<file path="config.mk">
export PLATFORM = sky130hd
export DESIGN_NAME = stroke_rasterizer
export DESIGN_NICKNAME = d
export VERILOG_FILES = /design/src/rtl/draw_pkg.sv /design/src/rtl/brush_footprint.sv /design/src/rtl/stroke_rasterizer.sv
export SDC_FILE = /design/constraint.sdc
export NUM_CORES = 1
export LEC_CHECK = 0
export BUFFER_PORTS_ARGS = -buffer_cell sky130_fd_sc_hd__buf_2
export CORE_UTILIZATION = 57
export DETAILED_ROUTE_END_ITERATION = 10
export PLACE_DENSITY = 0.75
export SYNTH_ARGS = -nofsm -noshare
export SYNTH_HDL_FRONTEND = slang
export SYNTH_SLANG_ARGS = --single-unit
</file>
<file path="constraint.sdc">
create_clock -name clk -period 5.44 [get_ports clk]
set_input_delay 1.088 -clock clk [delete_from_list [all_inputs] [get_ports clk]]
set_output_delay 1.088 -clock clk [all_outputs]
set_load 0.01 [all_outputs]
</file>
<file path="src/rtl/draw_pkg.sv">
// Shared types and constants for the stroke rasterizer.
// Footprint offsets are only consumed when STROKE_WIDE_BRUSH_EN is defined.
package draw_pkg;

  typedef enum logic [1:0] {
    IDLE = 2'd0,
    LINE = 2'd1,
    FOOT = 2'd2
  } stroke_state_t;

  localparam int COORD_W_DEFAULT = 8;

  // Bit i is the x / y offset of footprint write i: (0,0) (1,0) (0,1) (1,1)
  localparam logic [3:0] FOOT_OFF_X = 4'b1010;
  localparam logic [3:0] FOOT_OFF_Y = 4'b1100;

endpackage

</file>
<file path="src/rtl/brush_footprint.sv">
// 2x2 brush expansion: sequences four saturated writes around each line pixel.
// Only compiled when STROKE_WIDE_BRUSH_EN is defined.
`ifdef STROKE_WIDE_BRUSH_EN
module brush_footprint
  import draw_pkg::*;
#(
  parameter int COORD_W = COORD_W_DEFAULT
) (
  input  logic               clk,
  input  logic               reset,
  input  logic               load,
  input  logic               active,
  input  logic [COORD_W-1:0] base_x,
  input  logic [COORD_W-1:0] base_y,
  output logic [COORD_W-1:0] wr_x,
  output logic [COORD_W-1:0] wr_y,
  output logic               step
);

  logic [1:0] cnt;
  logic [1:0] cnt_nx;

  function automatic logic [COORD_W-1:0] sat_inc(input logic [COORD_W-1:0] v,
                                                 input logic inc);
    return (inc && (v != '1)) ? v + COORD_W'(1) : v;
  endfunction

  always_comb begin
    cnt_nx = 2'd0;
    if (load)        cnt_nx = 2'd0;
    else if (active) cnt_nx = cnt + 2'd1;
  end

  // base_x/base_y are the next-cycle pixel, so the write address lands registered
  always_ff @(posedge clk) begin
    if (!reset) begin
      cnt  <= 2'd0;
      wr_x <= '0;
      wr_y <= '0;
    end else begin
      cnt  <= cnt_nx;
      wr_x <= sat_inc(base_x, FOOT_OFF_X[cnt_nx]);
      wr_y <= sat_inc(base_y, FOOT_OFF_Y[cnt_nx]);
    end
  end

  assign step = (cnt == 2'd3);

endmodule
`endif

</file>
<file path="src/rtl/stroke_rasterizer.sv">
// Bresenham line engine turning brush points into a one-pixel-per-cycle write stream.
// Define STROKE_WIDE_BRUSH_EN to expand every pixel into a 2x2 footprint.
module stroke_rasterizer
  import draw_pkg::*;
#(
  parameter int COORD_W = COORD_W_DEFAULT
) (
  input  logic               clk,
  input  logic               reset,
  input  logic               pt_valid,
  output logic               pt_ready,
  input  logic [COORD_W-1:0] pt_x,
  input  logic [COORD_W-1:0] pt_y,
  input  logic               pt_start,
  output logic               wr_en,
  output logic [COORD_W-1:0] wr_x,
  output logic [COORD_W-1:0] wr_y,
  output logic               busy
);

  // 3 guard bits keep 2*err in range for any canvas-spanning line
  localparam int ERR_W = COORD_W + 3;
  localparam logic signed [ERR_W-1:0] ERR_ZERO = '0;

  stroke_state_t state, state_nx;

  logic               has_prev;
  logic [COORD_W-1:0] px, py, ex, ey, cur_x, cur_y;
  logic signed [ERR_W-1:0] dx, dy, err;
  logic               sx_neg, sy_neg;

  logic               xfer, at_end, pix_done, adv, done;
  logic [COORD_W-1:0] x0, y0, nx, ny;
  logic signed [ERR_W-1:0] diff_x, diff_y, dx_init, dy_init, e2, err_nx;
  logic               step_x, step_y;

  function automatic logic signed [ERR_W-1:0] abs_s(input logic signed [ERR_W-1:0] v);
    return (v < 0) ? -v : v;
  endfunction

  function automatic logic [COORD_W-1:0] step_coord(input logic [COORD_W-1:0] c,
                                                    input logic neg);
    return neg ? c - COORD_W'(1) : c + COORD_W'(1);
  endfunction

  assign xfer   = pt_valid && pt_ready;
  assign at_end = (cur_x == ex) && (cur_y == ey);
  assign adv    = pix_done && !at_end;
  assign done   = pix_done && at_end;

  // Setup for the incoming point: a fresh stroke collapses to a single pixel
  always_comb begin
    x0      = (pt_start || !has_prev) ? pt_x : px;
    y0      = (pt_start || !has_prev) ? pt_y : py;
    diff_x  = $signed({{(ERR_W-COORD_W){1'b0}}, pt_x}) - $signed({{(ERR_W-COORD_W){1'b0}}, x0});
    diff_y  = $signed({{(ERR_W-COORD_W){1'b0}}, pt_y}) - $signed({{(ERR_W-COORD_W){1'b0}}, y0});
    dx_init = abs_s(diff_x);
    dy_init = -abs_s(diff_y);
  end

  always_comb begin
    e2     = err <<< 1;
    step_x = (e2 >= dy);
    step_y = (e2 <= dx);
    err_nx = err + (step_x ? dy : ERR_ZERO) + (step_y ? dx : ERR_ZERO);
    nx     = step_x ? step_coord(cur_x, sx_neg) : cur_x;
    ny     = step_y ? step_coord(cur_y, sy_neg) : cur_y;
  end

`ifdef STROKE_WIDE_BRUSH_EN
  logic               step;
  logic [COORD_W-1:0] base_x_nx, base_y_nx;

  assign pix_done  = (state == FOOT) && step;
  assign base_x_nx = xfer ? x0 : (adv ? nx : cur_x);
  assign base_y_nx = xfer ? y0 : (adv ? ny : cur_y);

  brush_footprint #(
    .COORD_W(COORD_W)
  ) u_footprint (
    .clk    (clk),
    .reset  (reset),
    .load   (xfer),
    .active (state != IDLE),
    .base_x (base_x_nx),
    .base_y (base_y_nx),
    .wr_x   (wr_x),
    .wr_y   (wr_y),
    .step   (step)
  );
`else
  assign pix_done = (state == LINE);
  assign wr_x     = cur_x;
  assign wr_y     = cur_y;
`endif

  always_ff @(posedge clk) begin
    if (!reset) state <= IDLE;
    else        state <= state_nx;
  end

  always_comb begin
    state_nx = state;
    case (state)
      IDLE: if (xfer) state_nx = LINE;
`ifdef STROKE_WIDE_BRUSH_EN
      LINE: state_nx = FOOT;
      FOOT: if (step) state_nx = at_end ? IDLE : LINE;
`else
      LINE: if (at_end) state_nx = IDLE;
      FOOT: state_nx = IDLE;
`endif
      default: state_nx = IDLE;
    endcase
  end

  always_comb begin
    pt_ready = (state == IDLE);
    busy     = (state != IDLE);
    wr_en    = (state != IDLE);
  end

  // Control and current position: reset aborts the line and forgets the stroke
  always_ff @(posedge clk) begin
    if (!reset) begin
      has_prev <= 1'b0;
      px       <= '0;
      py       <= '0;
      cur_x    <= '0;
      cur_y    <= '0;
    end else begin
      if (xfer) begin
        cur_x <= x0;
        cur_y <= y0;
      end else if (adv) begin
        cur_x <= nx;
        cur_y <= ny;
      end
      if (done) begin
        px       <= ex;
        py       <= ey;
        has_prev <= 1'b1;
      end
    end
  end

  // Line parameters are only meaningful while busy, so they carry no reset
  always_ff @(posedge clk) begin
    if (xfer) begin
      ex     <= pt_x;
      ey     <= pt_y;
      dx     <= dx_init;
      dy     <= dy_init;
      err    <= dx_init + dy_init;
      sx_neg <= (diff_x < 0);
      sy_neg <= (diff_y < 0);
    end else if (adv) begin
      err <= err_nx;
    end
  end

endmodule
</file>
==> After elaboration in Yosys (flattened, before gate mapping) <==
Cells that the tools add are included.
{ "word_totals": {"inputBits": 20, "wordCells": 68, "out_inout_bits": 19, "reg_bits": 86} }
{ "classes": {"reduce_logical": 15, "addsub": 12, "n_lt_le_gt_ge": 4, "n_mux": 19, "eq_ne": 5} }
{ "op_table": {"columns": ["cell", "n"], "rows": [
  ["two-way mux 8 bit", 10],
  ["two-way mux 11 bit", 6],
  ["adder 11 bit", 3],
  ["negation 9 -> 11 bit", 2],
  ["< comparator 9 x 1 -> 1 bit (second input constant)", 2],
  ["subtractor 8 x 8 -> 9 bit", 2],
  ["adder 8 x 1 -> 8 bit (second input constant)", 2],
  ["equality test 8 bit", 2],
  ["subtractor 8 x 1 -> 8 bit (second input constant)", 2],
  ["greater-or-equal comparator 11 bit", 1],
  ["<= comparator 11 bit", 1],
  ["negation 11 bit", 1],
  ["nonzero test 2 bit", 4],
  ["AND reduction 2 bit", 3],
  ["logical AND 1 bit", 4],
  ["two-way mux 2 bit", 2],
  ["case mux 2 bit (2 select lines)", 1],
  ["equality test 2 x 1 -> 1 bit (second input constant)", 1],
  ["zero test 1 bit", 2],
  ["zero test 2 bit", 1],
  ["!= test 2 x 1 -> 1 bit (second input constant)", 1],
  ["!= test 2 bit (second input constant)", 1],
  ["logical OR 1 bit", 1]
]} }

==> Depth between registers and ports, before layout <==
Gate-level depths: netlist of the first run.
{ "logic_depth": {"ltp_word": 9, "ltp_mapped": 26} }

==> Worst setup path after synthesis of the first run <==
OpenSTA, ideal clock, no wires.
{ "synth_timing": {"path_kind": "input -> register", "from": "in pt_start", "to": "reg err[8], data pin", "t_arrival_ns": 5.456, "stages": 24, "setup_slack_ns": -0.284, "required_ns": 5.172, "path_cell_list": "nand2b_1 -> buf_2 -> buf_2 -> buf_1 -> mux2i_1 -> ha_1 -> nand2_1 -> nand2_1 -> a21oi_1 -> o21bai_1 -> a21oi_1 -> o21bai_1 -> a21oi_1 -> o21ai_0 -> fa_1 -> a21o_1 -> a21oi_1 -> nor2b_1 -> o21a_1 -> o21ai_0 -> nand2b_1 -> a21oi_1 -> xor2_1 -> mux2i_1"} }
{ "synth_between": {"word_cells_on_any_way": 14, "classes_between": "add/sub: 6; order compare: 2; mux: 5; reduce/logical: 1"} }
{ "synth_lines": {"columns": ["item", "line_no", "source"], "rows": [
  ["start, declared", "stroke_rasterizer.sv:14", "input logic pt_start,"],
  ["logical OR 1 bit", "stroke_rasterizer.sv:53", "x0 = (pt_start || !has_prev) ? pt_x : px;"],
  ["two-way mux 8 bit", "stroke_rasterizer.sv:53", null],
  ["subtractor 8 x 8 -> 9 bit", "stroke_rasterizer.sv:55", "diff_x = $signed({{(ERR_W-COORD_W){1'b0}}, pt_x}) - $signed({{(ERR_W-COORD_W){1'b0}}, x0});"],
  ["named net diff_x[10]", "stroke_rasterizer.sv:34", "logic signed [ERR_W-1:0] diff_x, diff_y, dx_init, dy_init, e2, err_nx;"],
  ["< comparator 9 x 1 -> 1 bit", "stroke_rasterizer.sv:38", "return (v < 0) ? -v : v;"],
  ["two-way mux 11 bit", "stroke_rasterizer.sv:38", null],
  ["named net dx_init[1]", "stroke_rasterizer.sv:34", null],
  ["adder 11 bit", "stroke_rasterizer.sv:154", "err <= dx_init + dy_init;"],
  ["two-way mux 11 bit", "stroke_rasterizer.sv:149", "if (xfer) begin"],
  ["end signal, assigned", "stroke_rasterizer.sv:154", null],
  ["end signal, assigned", "stroke_rasterizer.sv:158", "err <= err_nx;"],
  ["end, declared", "stroke_rasterizer.sv:29", "logic signed [ERR_W-1:0] dx, dy, err;"]
]} }
The timed path passes the listed nets, and every way through them passes these cells.
A chain may end at the register's enable or synchronous reset.

==> Final worst setup path of the first run <==
{ "layout_timing": {"from": "in pt_start", "to": "reg err[9], data pin"} }
{ "layout_between": {"elab_chain_len": 8, "word_cells_on_any_way": 14, "classes_between": "add/sub: 6; order compare: 2; mux: 5; reduce/logical: 1"} }
{ "layout_rtl": {"columns": ["item", "line_no", "source"], "rows": [
  ["logical OR 1 bit (*)", "stroke_rasterizer.sv:54", "y0 = (pt_start || !has_prev) ? pt_y : py;"],
  ["two-way mux 8 bit (*)", "stroke_rasterizer.sv:54", null],
  ["subtractor 8 x 8 -> 9 bit (*)", "stroke_rasterizer.sv:56", "diff_y = $signed({{(ERR_W-COORD_W){1'b0}}, pt_y}) - $signed({{(ERR_W-COORD_W){1'b0}}, y0});"],
  ["negation 9 -> 11 bit / < comparator 9 x 1 -> 1 bit (equally long branches)", "stroke_rasterizer.sv:38", null],
  ["two-way mux 11 bit (*)", "stroke_rasterizer.sv:38", null],
  ["negation 11 bit (*)", "stroke_rasterizer.sv:58", "dy_init = -abs_s(diff_y);"],
  ["named net dy_init[7]", "stroke_rasterizer.sv:34", null],
  ["adder 11 bit (*)", "stroke_rasterizer.sv:154", null],
  ["two-way mux 11 bit (*)", "stroke_rasterizer.sv:149", null]
]} }
The timed path passes the listed nets; every way through them passes the cells marked *.

==> impl_metrics.xml, run 1 <==
<?xml version="1.0" encoding="UTF-8"?>
<metrics>
  <group name="run_status">
    <metric name="run_status" unit="">completed</metric>
  </group>
  <group name="clock_tree">
    <metric name="cts_root_buf" unit="">sky130_fd_sc_hd__clkbuf_16</metric>
    <metric name="tritoncts" unit="">built</metric>
    <metric name="clock_insertion_delay_worst_skew" unit="ps">340</metric>
    <metric name="tritoncts.num_buffers" unit="">9</metric>
    <metric name="cts_buffer_depth" unit="">2</metric>
    <metric name="clk_transition_reported_paths" unit="ps">60</metric>
    <metric name="clock-sinks" unit="">84</metric>
    <metric name="htree_levels" unit="">3</metric>
    <metric name="cts-hold-fix-buffers" unit="">0</metric>
  </group>
  <group name="yosys">
    <metric name="synth_area_per_cell" unit="sq um">9.408</metric>
    <metric name="post_synth_num_cell_types" unit="">73</metric>
    <metric name="ys.warnings.count" unit="">0</metric>
    <metric name="yosys.area_share.adder" unit="%">16.37</metric>
    <metric name="synth_seq_cells" unit="">84</metric>
    <metric name="synth-edff-count" unit="">50</metric>
    <metric name="post_synth_xor_area_fraction" unit="%">9.020</metric>
    <metric name="synth-seq-area-share" unit="%">32.30</metric>
    <metric name="synthesis.instances" unit="">718</metric>
    <metric name="synthMuxAreaShare" unit="%">4.445</metric>
    <metric name="synth_top_family_by_area" unit="">simple AND/OR/NAND/NOR gates</metric>
    <metric name="syn-cell-area" unit="sq um">6755</metric>
    <metric name="yosys.area_share.simple" unit="%">16.95</metric>
    <metric name="async_reset_ff_share" unit="%">0</metric>
    <metric name="synth-compound-area-share" unit="%">16.56</metric>
    <metric name="postSynth.topFlopCell" unit="">sky130_fd_sc_hd__edfxtp_1</metric>
  </group>
  <group name="final_layout">
    <metric name="fraction_of_layout_instances_using_a_drive_strength_above_1" unit="%">16.04</metric>
    <metric name="final_core_util" unit="%">68.09</metric>
    <metric name="finalInstanceArea" unit="sq um">7807</metric>
    <metric name="final-instance-count-excl-fill" unit="">941</metric>
    <metric name="design.final.nets" unit="">893</metric>
    <metric name="syn_to_final_growth" unit="%">15.58</metric>
    <metric name="final-seq-area" unit="sq um">2182</metric>
    <metric name="final.fill_count" unit="">917</metric>
    <metric name="multi_input_comb_area" unit="sq um">4398</metric>
    <metric name="antennaDiodeCount" unit="">0</metric>
  </group>
  <group name="global_route">
    <metric name="first_global_vias" unit="">5617</metric>
    <metric name="initial_antenna_violation_count" unit="">0</metric>
    <metric name="overflow" unit="">0</metric>
    <metric name="grt_first_pass_wirelength" unit="um">27210</metric>
    <metric name="gr-usage-all-layers" unit="%">27.71</metric>
    <metric name="grt_max_degree" unit="">35</metric>
  </group>
  <group name="place">
    <metric name="place_inst" unit="">924</metric>
    <metric name="place_ws" unit="ps">-128.2</metric>
    <metric name="hpwl" unit="um">12820</metric>
    <metric name="dpl_cell_area" unit="sq um">7386</metric>
    <metric name="port-buffer-count" unit="">38</metric>
    <metric name="place.gp.congestion" unit="">0.9890</metric>
  </group>
  <group name="power">
    <metric name="power.share.combinational" unit="%">57.2</metric>
    <metric name="power_density" unit="nW/um^2">476.9</metric>
    <metric name="vdd_drop_max" unit="mV">0.4554</metric>
    <metric name="sequential_power_share" unit="%">25.8</metric>
    <metric name="internal-power" unit="mW">2.208</metric>
    <metric name="total_leakage_power" unit="nW">3.598</metric>
    <metric name="pwr-share-clk" unit="%">17.1</metric>
    <metric name="switchingPower" unit="mW">1.515</metric>
    <metric name="switching_share" unit="%">40.69</metric>
  </group>
  <group name="routing">
    <metric name="routed_via_density" unit="">5.973</metric>
    <metric name="routedWlPerCell" unit="um">17.30</metric>
    <metric name="final_antenna_net_count" unit="">0</metric>
    <metric name="count_of_tritonroute_iterations_in_the_first_routing_pass" unit="">5</metric>
    <metric name="routed_wirelength" unit="um">16280</metric>
    <metric name="drt_iter0_drc" unit="">327</metric>
    <metric name="via_count" unit="">5621</metric>
    <metric name="drc" unit="">0</metric>
  </group>
  <group name="sta">
    <metric name="timing_limited_maximum_frequency" unit="GHz">0.1935</metric>
    <metric name="fin_hold_ws" unit="ps">519.8</metric>
    <metric name="worst_clock_skew" unit="ps">11.33</metric>
    <metric name="slew_violations" unit="">0</metric>
    <metric name="final_hold_viol_count" unit="">0</metric>
    <metric name="max_slew_margin" unit="%">57.39</metric>
    <metric name="tightestPinTransition" unit="ps">639.1</metric>
    <metric name="setup_slack" unit="ps">273.2</metric>
    <metric name="setup_viol" unit="">0</metric>
    <metric name="unrepaired_setup_endpoints_after_global_routing" unit="">no</metric>
    <metric name="final_min_period_over_clock_period" unit="%">94.98</metric>
    <metric name="period_needed" unit="ps">5167</metric>
  </group>
  <group name="die">
    <metric name="core_area" unit="sq um">11470</metric>
    <metric name="floorplan.die.height" unit="um">110.9</metric>
    <metric name="row_count" unit="">39</metric>
    <metric name="floorplan.die_area" unit="sq um">12290</metric>
    <metric name="start_util" unit="%">58.91</metric>
    <metric name="die-width" unit="um">110.9</metric>
    <metric name="io_pins" unit="">39</metric>
  </group>
  <group name="setup_path">
    <metric name="critical_path.max_fanout" unit="">5</metric>
    <metric name="crit_arrival" unit="ps">5250</metric>
    <metric name="crit_family" unit="">compound AO/OA/AOI/OAI gates</metric>
    <metric name="critPathRequiredTime" unit="ps">5530</metric>
    <metric name="worst_path_max_delay_cell" unit="">sky130_fd_sc_hd__or4b_4</metric>
    <metric name="crit_path_start_kind" unit="">input pin</metric>
    <metric name="cp_slowest_stage_delay" unit="ps">560</metric>
    <metric name="cp_cell_sequence" unit="">buf_2 &gt; and2b_2 &gt; o21ai_1 &gt; ha_1 &gt; inv_1 &gt; ha_1 &gt; a2bb2oi_1 &gt; o211a_1 &gt; a21o_1 &gt; or4b_4 &gt; a311oi_4 &gt; o31ai_4 &gt; xnor2_1 &gt; ha_1 &gt; nand2_1 &gt; o41ai_4 &gt; and3_1 &gt; o2bb2ai_1 &gt; nor3_2</metric>
    <metric name="critPathCaptureType" unit="">flip-flop</metric>
    <metric name="worstSetupPathType" unit="">input pin to flip-flop</metric>
    <metric name="cp.buffers_inverters" unit="">2</metric>
    <metric name="cp_common_cell" unit="">sky130_fd_sc_hd__ha_1</metric>
  </group>
  <group name="hold_path">
    <metric name="holdCritPathClass" unit="">flip-flop to flip-flop</metric>
  </group>
  <group name="flow_run">
    <metric name="max_cap_violations" unit="">0</metric>
  </group>
</metrics>
==> placed cells by master, fill, tap and decap left out, types with 14 or more instances in the layout <==
cell / instances
sky130_fd_sc_hd__a21oi_1: 38
sky130_fd_sc_hd__buf_2: 38
sky130_fd_sc_hd__buf_4: 46
sky130_fd_sc_hd__dfxtp_1: 34
sky130_fd_sc_hd__edfxtp_1: 50
sky130_fd_sc_hd__fa_1: 14
sky130_fd_sc_hd__ha_1: 66
sky130_fd_sc_hd__inv_1: 51
sky130_fd_sc_hd__mux2i_1: 30
sky130_fd_sc_hd__nand2_1: 58
sky130_fd_sc_hd__nand2b_1: 15
sky130_fd_sc_hd__nand3_1: 14
sky130_fd_sc_hd__nor2_1: 42
sky130_fd_sc_hd__nor2b_1: 29
sky130_fd_sc_hd__o21ai_0: 24
sky130_fd_sc_hd__xnor2_1: 48
sky130_fd_sc_hd__xor2_1: 18
==> kinds of logic after synthesis <==
logic type / Yosys count
buf+inv: 74
compound gates: 161
flops: 84
fa+ha+maj: 80
mux: 30
other cells: 1
simple gates: 220
xor+xnor: 68
==> power by group through the flow <==
stage	Combinational, mW	Clock [mW]	Sequential [mW]
global route	2.38	0.671	0.974
detailed placement	2.06	0	0.974
finish	2.13	0.635	0.959
floorplan	1.54	0	0.954
CTS	2.09	0.645	0.960
global placement	1.98	0	0.967
==> sequential cells by signal (all words and copies together) (netlist names), 8 cells and up <==
signal and cells:
dx 11, wr_y 8, wr_x 8, ex 8, dy 11, err 10
ey 8, px 8, py 8
==> worst reg2reg max path: stages (launching register included) <==
cell                        delay, ps
sky130_fd_sc_hd__edfxtp_1         430
sky130_fd_sc_hd__ha_1             290
sky130_fd_sc_hd__nor2b_1          130
sky130_fd_sc_hd__o21a_1           170
sky130_fd_sc_hd__o21a_1           170
sky130_fd_sc_hd__o211ai_1         150
sky130_fd_sc_hd__a21oi_1          170
sky130_fd_sc_hd__nor2_1           320
sky130_fd_sc_hd__nor2_1           110
sky130_fd_sc_hd__fa_1             470
sky130_fd_sc_hd__ha_1             240
sky130_fd_sc_hd__fa_1             410
sky130_fd_sc_hd__a21oi_1          180
sky130_fd_sc_hd__nor2_1            70
sky130_fd_sc_hd__o21a_1           180
sky130_fd_sc_hd__o21ai_0          220
sky130_fd_sc_hd__a21oi_1          120
sky130_fd_sc_hd__xnor3_1          220
sky130_fd_sc_hd__xor2_1           180
sky130_fd_sc_hd__o2bb2ai_1        170
sky130_fd_sc_hd__nor3_2            60
==> layout make-up <==
| class | count | share of cell area (%) |
|---|---|---|
| clock buffers | 11 | 3.526 |
| clock inverters | 5 | 0.4968 |
| inverters | 53 | 2.548 |
| multi-input cells | 561 | 56.33 |
| flip-flops and latches | 84 | 27.95 |
| well taps | 143 | 2.292 |
| repair buffers | 84 | 6.859 |
==> worst paths after layout <==
kind             from     end  slack, ps  depth (start not counted)
max          pt_start  err[9]        270                         19
max reg2reg    err[0]  err[9]        740                         20
min             px[0]   px[0]        520                          2
min reg2reg     px[0]   px[0]        520                          2
==> stage by stage <==
stage | TNS (ps) | power (mW)
4_1_cts | 0 | 3.692
2_1_floorplan | -8.050 | 2.495
5_1_grt | 0 | 4.029
3_5_place_dp | -225.3 | 3.034
6_report | 0 | 3.723
3_3_place_gp | 0 | 2.948
==> Yosys cell counts (all sizes together), types with 8 or more instances <==
cell	number	share of area [%]
ha	66	12
nand2	58	3.2
inv	53	2.9
edfxtp	50	22
xnor2	48	6.2
a21oi	42	3.1
nor2	42	2.3
dfxtp	34	10
mux2i	30	4.4
nor2b	30	2.8
o21ai	29	2.1
xor2	19	2.5
nand2b	15	1.4
nand3	15	1.2
nor3	15	1.2
fa	14	4.1
clkbuf	13	0.72
and2	11	1.0
o211ai	10	1.1
o21a	10	1.1
a21boi	9	1.0
a21o	9	1.0
o211a	9	1.3
buf	8	0.63
==> metal layers <==
layer / wire (um) / GRT usage [%] / vias up
met5: 0 / 0 / -
met4: 564 / 13.87 / 0
met3: 557 / 3.882 / 43
met2: 8127 / 47.25 / 144
met1: 7029 / 34.27 / 2708
li1: - / - / 2726
==> timing repair <==
action,4_1_cts,5_1_grt
setup endpoints to repair,0,2
gates resized for setup,0,21
buffers inserted,0,1
(Power assumes the default switching activity.)
==> run 2: changes to the inputs <==
Settings changed: BUFFER_PORTS_ARGS -buffer_cell sky130_fd_sc_hd__buf_2 to -buffer_cell sky130_fd_sc_hd__clkbuf_2.
==> run 2 against run 1 <==
Net effect:
- first-iteration DRC count is 35% lower
- critical path depth grew 3
- sequential cell count stayed put
- largest power group unchanged
- largest cell class unchanged
==> impl_metrics.xml, run 2 (synthesized netlist as in run 1, its figures left out) <==
<?xml version="1.0" encoding="UTF-8"?>
<metrics>
  <group name="setup_path">
    <metric name="cp_slowest_stage_delay" unit="ps">560</metric>
    <metric name="worstSetupPathType" unit="">input pin to flip-flop</metric>
    <metric name="reg2reg_depth" unit="">20</metric>
    <metric name="critPathCaptureType" unit="">flip-flop</metric>
    <metric name="cp.buffers_inverters" unit="">5</metric>
    <metric name="critPathRequiredTime" unit="ps">5530</metric>
    <metric name="worst_path_max_delay_cell" unit="">sky130_fd_sc_hd__or4b_4</metric>
    <metric name="reg2reg_from" unit="">err[0]</metric>
    <metric name="cp_cell_sequence" unit="">clkbuf_2 &gt; and2b_2 &gt; nand2_1 &gt; o21ai_1 &gt; ha_1 &gt; inv_1 &gt; ha_1 &gt; buf_4 &gt; a211oi_1 &gt; buf_4 &gt; nor3_1 &gt; nand2_1 &gt; or4b_4 &gt; a311oi_4 &gt; xor2_1 &gt; ha_1 &gt; nor4_1 &gt; buf_4 &gt; o41ai_4 &gt; and3_1 &gt; o2bb2ai_1 &gt; nor3_2</metric>
    <metric name="crit_path_start_kind" unit="">input pin</metric>
    <metric name="r2r-end" unit="">err[9]</metric>
    <metric name="crit_arrival" unit="ps">5180</metric>
    <metric name="timing.reg2reg.setup_slack" unit="ps">670</metric>
    <metric name="crit_family" unit="">simple AND/OR/NAND/NOR gates</metric>
    <metric name="critical_path.max_fanout" unit="">5</metric>
  </group>
  <group name="routing">
    <metric name="routed_wirelength" unit="um">16520</metric>
    <metric name="count_of_tritonroute_iterations_in_the_first_routing_pass" unit="">4</metric>
    <metric name="routedWlPerCell" unit="um">17.59</metric>
    <metric name="routed_via_density" unit="">5.880</metric>
    <metric name="final_antenna_net_count" unit="">0</metric>
    <metric name="drt_iter0_drc" unit="">213</metric>
    <metric name="via_count" unit="">5521</metric>
    <metric name="drc" unit="">0</metric>
  </group>
  <group name="die">
    <metric name="floorplan.die_area" unit="sq um">12290</metric>
    <metric name="row_count" unit="">39</metric>
    <metric name="die-width" unit="um">110.9</metric>
    <metric name="start_util" unit="%">58.91</metric>
    <metric name="floorplan.die.height" unit="um">110.9</metric>
    <metric name="io_pins" unit="">39</metric>
    <metric name="core_area" unit="sq um">11470</metric>
  </group>
  <group name="power">
    <metric name="switching_share" unit="%">40.49</metric>
    <metric name="vdd_drop_max" unit="mV">0.4143</metric>
    <metric name="sequential_power_share" unit="%">25.9</metric>
    <metric name="power_density" unit="nW/um^2">481.6</metric>
    <metric name="switchingPower" unit="mW">1.506</metric>
    <metric name="pwr-share-clk" unit="%">16.7</metric>
    <metric name="internal-power" unit="mW">2.213</metric>
    <metric name="power.share.combinational" unit="%">57.4</metric>
    <metric name="total_leakage_power" unit="nW">3.568</metric>
  </group>
  <group name="sta">
    <metric name="max_slew_margin" unit="%">51.50</metric>
    <metric name="slew_violations" unit="">0</metric>
    <metric name="setup_slack" unit="ps">351.2</metric>
    <metric name="worst_clock_skew" unit="ps">5.416</metric>
    <metric name="period_needed" unit="ps">5089</metric>
    <metric name="final_min_period_over_clock_period" unit="%">93.54</metric>
    <metric name="final_hold_viol_count" unit="">0</metric>
    <metric name="timing_limited_maximum_frequency" unit="GHz">0.1965</metric>
    <metric name="fin_hold_ws" unit="ps">522.7</metric>
    <metric name="tightestPinTransition" unit="ps">727.5</metric>
    <metric name="setup_viol" unit="">0</metric>
  </group>
  <group name="global_route">
    <metric name="initial_antenna_violation_count" unit="">0</metric>
    <metric name="grt_max_degree" unit="">38</metric>
    <metric name="gr-usage-all-layers" unit="%">27.89</metric>
    <metric name="overflow" unit="">0</metric>
    <metric name="grt_first_pass_wirelength" unit="um">27350</metric>
    <metric name="first_global_vias" unit="">5601</metric>
  </group>
  <group name="final_layout">
    <metric name="most-common-layout-cells" unit="">sky130_fd_sc_hd__ha_1, sky130_fd_sc_hd__nand2_1, sky130_fd_sc_hd__inv_1, sky130_fd_sc_hd__edfxtp_1, sky130_fd_sc_hd__xnor2_1</metric>
    <metric name="final_core_util" unit="%">67.34</metric>
    <metric name="antennaDiodeCount" unit="">0</metric>
    <metric name="fraction_of_layout_instances_using_a_drive_strength_above_1" unit="%">14.57</metric>
    <metric name="top_regs" unit="">dx: 11 flops, dy: 11 flops, err: 10 flops</metric>
    <metric name="final.fill_count" unit="">919</metric>
    <metric name="layout_commonest_cell" unit="">sky130_fd_sc_hd__ha_1</metric>
    <metric name="syn_to_final_growth" unit="%">14.32</metric>
    <metric name="design.final.nets" unit="">891</metric>
  </group>
  <group name="place">
    <metric name="hpwl" unit="um">12780</metric>
    <metric name="port-buffer-count" unit="">38</metric>
    <metric name="place.gp.congestion" unit="">0.9391</metric>
    <metric name="place_ws" unit="ps">-219.0</metric>
  </group>
  <group name="clock_tree">
    <metric name="clk_transition_reported_paths" unit="ps">60</metric>
    <metric name="clock_insertion_delay_worst_skew" unit="ps">340</metric>
    <metric name="tritoncts" unit="">built</metric>
    <metric name="htree_levels" unit="">3</metric>
    <metric name="cts_root_buf" unit="">sky130_fd_sc_hd__clkbuf_16</metric>
    <metric name="tritoncts.num_buffers" unit="">9</metric>
    <metric name="clock-sinks" unit="">84</metric>
    <metric name="cts.repair_timing.setup_buffer_count" unit="">0</metric>
    <metric name="cts_buffer_depth" unit="">2</metric>
  </group>
  <group name="flow_run">
    <metric name="max_cap_violations" unit="">0</metric>
  </group>
  <group name="hold_path">
    <metric name="holdCritPathClass" unit="">flip-flop to flip-flop</metric>
    <metric name="hold_end" unit="">has_prev</metric>
    <metric name="hold-path-cell-count" unit="">2</metric>
    <metric name="hold_crit_start" unit="">has_prev</metric>
  </group>
  <group name="run_status">
    <metric name="run_status" unit="">completed</metric>
  </group>
</metrics>
run 2: metrics by stage:
step	TNS [ps]	std cells	instance area, sq um	power, mW
after detailed placement	-486.0	923	7378	3.060
after floorplan	-8.050	719	6773	2.495
after global placement	-29.38	923	7378	2.958
after CTS	0	939	7674	3.695
final	0	939	7722	3.719
after global routing	-6.660	939	7722	4.014
run 2: tightest hold or removal path: stages, from the launching register on:
cell                       delay, ps
sky130_fd_sc_hd__dfxtp_1         340
sky130_fd_sc_hd__inv_1            60
sky130_fd_sc_hd__a21boi_0         70
run 2: per-layer routing:
| metal | vias to the layer above | global-route usage [%] | wire length (um) |
|---|---|---|---|
| met1 | 2634 | 34.77 | 7053 |
| met4 | 0 | 12.62 | 461 |
| met3 | 40 | 2.952 | 662 |
| met2 | 138 | 48.61 | 8339 |
| li1 | 2709 | - | - |
| met5 | - | 0 | 0 |
run 2: repair_timing:
| action | 4_1_cts | 5_1_grt |
|---|---|---|
| hold buffers | 0 | 0 |
| resized for setup | 0 | 12 |
| endpoints found under the setup margin | 0 | 3 |
run 2: worst max-delay path by stage:
| stage | startpoint | slack [ps] | endpoint | cells after the start |
|---|---|---|---|---|
| 2_1_floorplan | pt_start | -5 | err[9] | 23 |
| 5_1_grt | pt_start | -7 | err[9] | 23 |
| 3_3_place_gp | pt_start | -30 | err[9] | 22 |
| 4_1_cts | pt_start | 130 | err[8] | 23 |
| 3_5_place_dp | pt_start | -220 | err[8] | 23 |
| 6_report | pt_start | 350 | err[9] | 22 |
run 2: power groups by stage:
| stage | clock [mW] | sequential (mW) | combinational (mW) |
|---|---|---|---|
| 6_report | 0.623 | 0.963 | 2.13 |
| 5_1_grt | 0.656 | 0.978 | 2.38 |
| 4_1_cts | 0.628 | 0.962 | 2.11 |
| 3_5_place_dp | 0 | 0.975 | 2.09 |
| 3_3_place_gp | 0 | 0.968 | 1.99 |
| 2_1_floorplan | 0 | 0.954 | 1.54 |
run 2: cell type report:
type                            instances  area [sq um]  area share [%]
Clock buffer                           12         246.5           3.192
Clock inverter                          4         48.80          0.6319
Inverter                               53         198.9           2.576
Timing Repair Buffer                   82         520.5           6.740
Tap cell                              143         178.9           2.317
Multi-Input combinational cell        561          4347           56.29
Sequential cell                        84          2182           28.26
==> run 3: changes to the inputs <==
Settings changed: CORE_UTILIZATION 57 to 55, PLACE_DENSITY 0.75 to 0.73.
==> run 3 against run 2 <==
Net effect:
- core utilization is 2.8 points lower
- clock-buffer cell count stayed put
- sequential cell count stayed put
- via count is 0.96% lower
- first-iteration DRC count is 65% higher
- register-to-register slack better by 100 ps
- sequential power hardly changed
- global-route usage is 1.5 points lower
- clock power is 8.0% lower
- fmax is 1.8% lower
- largest cell class unchanged
- largest power group unchanged
==> impl_metrics.xml, run 3 (synthesized netlist as in run 1, its figures left out) <==
<?xml version="1.0" encoding="UTF-8"?>
<metrics>
  <group name="run_status">
    <metric name="run_status" unit="">completed</metric>
  </group>
  <group name="sta">
    <metric name="max_slew_margin" unit="%">53.51</metric>
    <metric name="setup_viol" unit="">0</metric>
    <metric name="unrepaired_setup_endpoints_after_global_routing" unit="">no</metric>
    <metric name="timing_limited_maximum_frequency" unit="GHz">0.1930</metric>
    <metric name="final_hold_viol_count" unit="">0</metric>
    <metric name="slew_violations" unit="">0</metric>
    <metric name="period_needed" unit="ps">5180</metric>
    <metric name="totalNegativeSetupSlack" unit="ps">0</metric>
    <metric name="tightestPinTransition" unit="ps">697.3</metric>
    <metric name="final_min_period_over_clock_period" unit="%">95.22</metric>
    <metric name="worst_clock_skew" unit="ps">9.837</metric>
  </group>
  <group name="clock_tree">
    <metric name="clock-sinks" unit="">84</metric>
    <metric name="cts-hold-fix-buffers" unit="">0</metric>
    <metric name="clk_transition_reported_paths" unit="ps">60</metric>
    <metric name="tritoncts.num_buffers" unit="">9</metric>
    <metric name="htree_levels" unit="">3</metric>
    <metric name="clock_insertion_delay_worst_skew" unit="ps">340</metric>
    <metric name="cts_buffer_depth" unit="">2</metric>
    <metric name="tritoncts" unit="">built</metric>
    <metric name="cts_root_buf" unit="">sky130_fd_sc_hd__clkbuf_16</metric>
  </group>
  <group name="power">
    <metric name="pwr-share-clk" unit="%">15.5</metric>
    <metric name="internal-power" unit="mW">2.175</metric>
    <metric name="sequential_power_share" unit="%">26.1</metric>
    <metric name="power.share.combinational" unit="%">58.4</metric>
    <metric name="switching_share" unit="%">41.02</metric>
    <metric name="power_density" unit="nW/um^2">475.9</metric>
    <metric name="total_leakage_power" unit="nW">3.564</metric>
    <metric name="vdd_drop_max" unit="mV">0.2346</metric>
    <metric name="switchingPower" unit="mW">1.512</metric>
  </group>
  <group name="global_route">
    <metric name="overflow" unit="">0</metric>
    <metric name="initial_antenna_violation_count" unit="">0</metric>
    <metric name="grt_max_degree" unit="">38</metric>
    <metric name="gr-usage-all-layers" unit="%">26.42</metric>
    <metric name="first_global_vias" unit="">5364</metric>
    <metric name="grt_first_pass_wirelength" unit="um">26360</metric>
  </group>
  <group name="setup_path">
    <metric name="worstSetupPathType" unit="">input pin to flip-flop</metric>
    <metric name="critPathLaunch" unit="">pt_start</metric>
    <metric name="critical_path.max_fanout" unit="">5</metric>
    <metric name="timing.reg2reg.setup_slack" unit="ps">770</metric>
    <metric name="critPathCaptureType" unit="">flip-flop</metric>
    <metric name="crit_path_start_kind" unit="">input pin</metric>
    <metric name="reg2reg_depth" unit="">18</metric>
    <metric name="crit_arrival" unit="ps">5360</metric>
    <metric name="timing.critical_path.to" unit="">err[9]</metric>
    <metric name="r2r-end" unit="">err[9]</metric>
    <metric name="critPathRequiredTime" unit="ps">5620</metric>
    <metric name="reg2reg_from" unit="">has_prev</metric>
  </group>
  <group name="final_layout">
    <metric name="finalInstanceArea" unit="sq um">7747</metric>
    <metric name="fraction_of_layout_instances_using_a_drive_strength_above_1" unit="%">15.68</metric>
    <metric name="top_regs" unit="">dx: 11 flops, dy: 11 flops, err: 10 flops</metric>
    <metric name="most-common-layout-cells" unit="">sky130_fd_sc_hd__ha_1, sky130_fd_sc_hd__nand2_1, sky130_fd_sc_hd__inv_1, sky130_fd_sc_hd__edfxtp_1, sky130_fd_sc_hd__xnor2_1</metric>
    <metric name="antennaDiodeCount" unit="">0</metric>
    <metric name="design.final.nets" unit="">892</metric>
    <metric name="layout_commonest_cell" unit="">sky130_fd_sc_hd__ha_1</metric>
    <metric name="syn_to_final_growth" unit="%">14.69</metric>
    <metric name="final_core_util" unit="%">64.50</metric>
    <metric name="final.fill_count" unit="">998</metric>
  </group>
  <group name="routing">
    <metric name="final_antenna_net_count" unit="">0</metric>
    <metric name="drt_iter0_drc" unit="">352</metric>
    <metric name="routed_via_density" unit="">5.792</metric>
    <metric name="via_count" unit="">5468</metric>
    <metric name="count_of_tritonroute_iterations_in_the_first_routing_pass" unit="">5</metric>
    <metric name="routedWlPerCell" unit="um">16.98</metric>
    <metric name="routed_wirelength" unit="um">16030</metric>
    <metric name="drc" unit="">0</metric>
  </group>
  <group name="die">
    <metric name="die-width" unit="um">112.8</metric>
    <metric name="row_count" unit="">40</metric>
    <metric name="floorplan.die.height" unit="um">112.8</metric>
    <metric name="core_area" unit="sq um">12010</metric>
    <metric name="floorplan.die_area" unit="sq um">12730</metric>
    <metric name="start_util" unit="%">56.24</metric>
    <metric name="io_pins" unit="">39</metric>
  </group>
  <group name="place">
    <metric name="hpwl" unit="um">12600</metric>
    <metric name="place.gp.congestion" unit="">0.8989</metric>
    <metric name="port-buffer-count" unit="">38</metric>
    <metric name="dpl_cell_area" unit="sq um">7391</metric>
  </group>
  <group name="flow_run">
    <metric name="max_cap_violations" unit="">0</metric>
  </group>
  <group name="hold_path">
    <metric name="holdCritPathClass" unit="">flip-flop to flip-flop</metric>
  </group>
</metrics>
## run 3: how the worst min path moves through the flow
stage	from	to	cells past startpoint
2_1_floorplan	has_prev	has_prev	2
3_3_place_gp	px[0]	px[0]	2
3_5_place_dp	py[7]	py[7]	2
4_1_cts	px[0]	px[0]	2
5_1_grt	py[7]	py[7]	2
6_report	py[7]	py[7]	2
## run 3: repair_timing
action	4_1_cts	5_1_grt
endpoints found under the setup margin	0	3
setup buffers	0	0
gates resized for setup	0	19
## run 3: power groups by stage
stage / clock network, mW / logic, mW / registers, mW
2_1_floorplan: 0 / 1.54 / 0.954
3_3_place_gp: 0 / 1.99 / 0.969
4_1_cts: 0.581 / 2.12 / 0.961
3_5_place_dp: 0 / 2.09 / 0.975
6_report: 0.573 / 2.15 / 0.961
5_1_grt: 0.609 / 2.42 / 0.980
## run 3: cell type report
class                      count  area (sq um)  share of cell area, %
sequential                    84          2182                  28.17
inverter                      53         198.9                  2.568
multi-input combinational    561          4383                  56.57
clock inverter                 4         25.02                 0.3230
tap                          147         183.9                  2.374
timing repair buffer          83         528.0                  6.815
clock buffer                  12         246.5                  3.182
## run 3: metrics by stage
step,worst slack [ps],std cells,total power [mW],hold slack (ps)
global route,5.135,944,4.006,546.9
finish,259.9,944,3.687,526.2
detailed placement,-205.9,928,3.070,512.2
global placement,-17.00,928,2.958,497.7
CTS,144.8,944,3.658,527.2
floorplan,-4.686,719,2.495,470.4
## run 3: worst max-delay path: stages
cell                        delay (ps)
sky130_fd_sc_hd__clkbuf_2          120
sky130_fd_sc_hd__and2b_2           250
sky130_fd_sc_hd__o21ai_0           230
sky130_fd_sc_hd__ha_1              220
sky130_fd_sc_hd__inv_1              60
sky130_fd_sc_hd__ha_1              230
sky130_fd_sc_hd__inv_1             100
sky130_fd_sc_hd__a211oi_2          120
sky130_fd_sc_hd__nor3_1            260
sky130_fd_sc_hd__nand2_1           170
sky130_fd_sc_hd__or4b_4            550
sky130_fd_sc_hd__a311oi_4          300
sky130_fd_sc_hd__xor2_1            270
sky130_fd_sc_hd__ha_1              330
sky130_fd_sc_hd__nor3_1            370
sky130_fd_sc_hd__o41ai_4           140
sky130_fd_sc_hd__and3_1            200
sky130_fd_sc_hd__o2bb2ai_1         130
sky130_fd_sc_hd__nor3_2            200
## run 3: routing by layer
layer / vias up / track usage [%] / part of all wire, %
met1: 2606 / 33.17 / 44
met4: 0 / 9.867 / 2.3
li1: 2708 / - / -
met3: 32 / 3.535 / 3.6
met2: 122 / 46.38 / 50
met5: - / 0 / 0
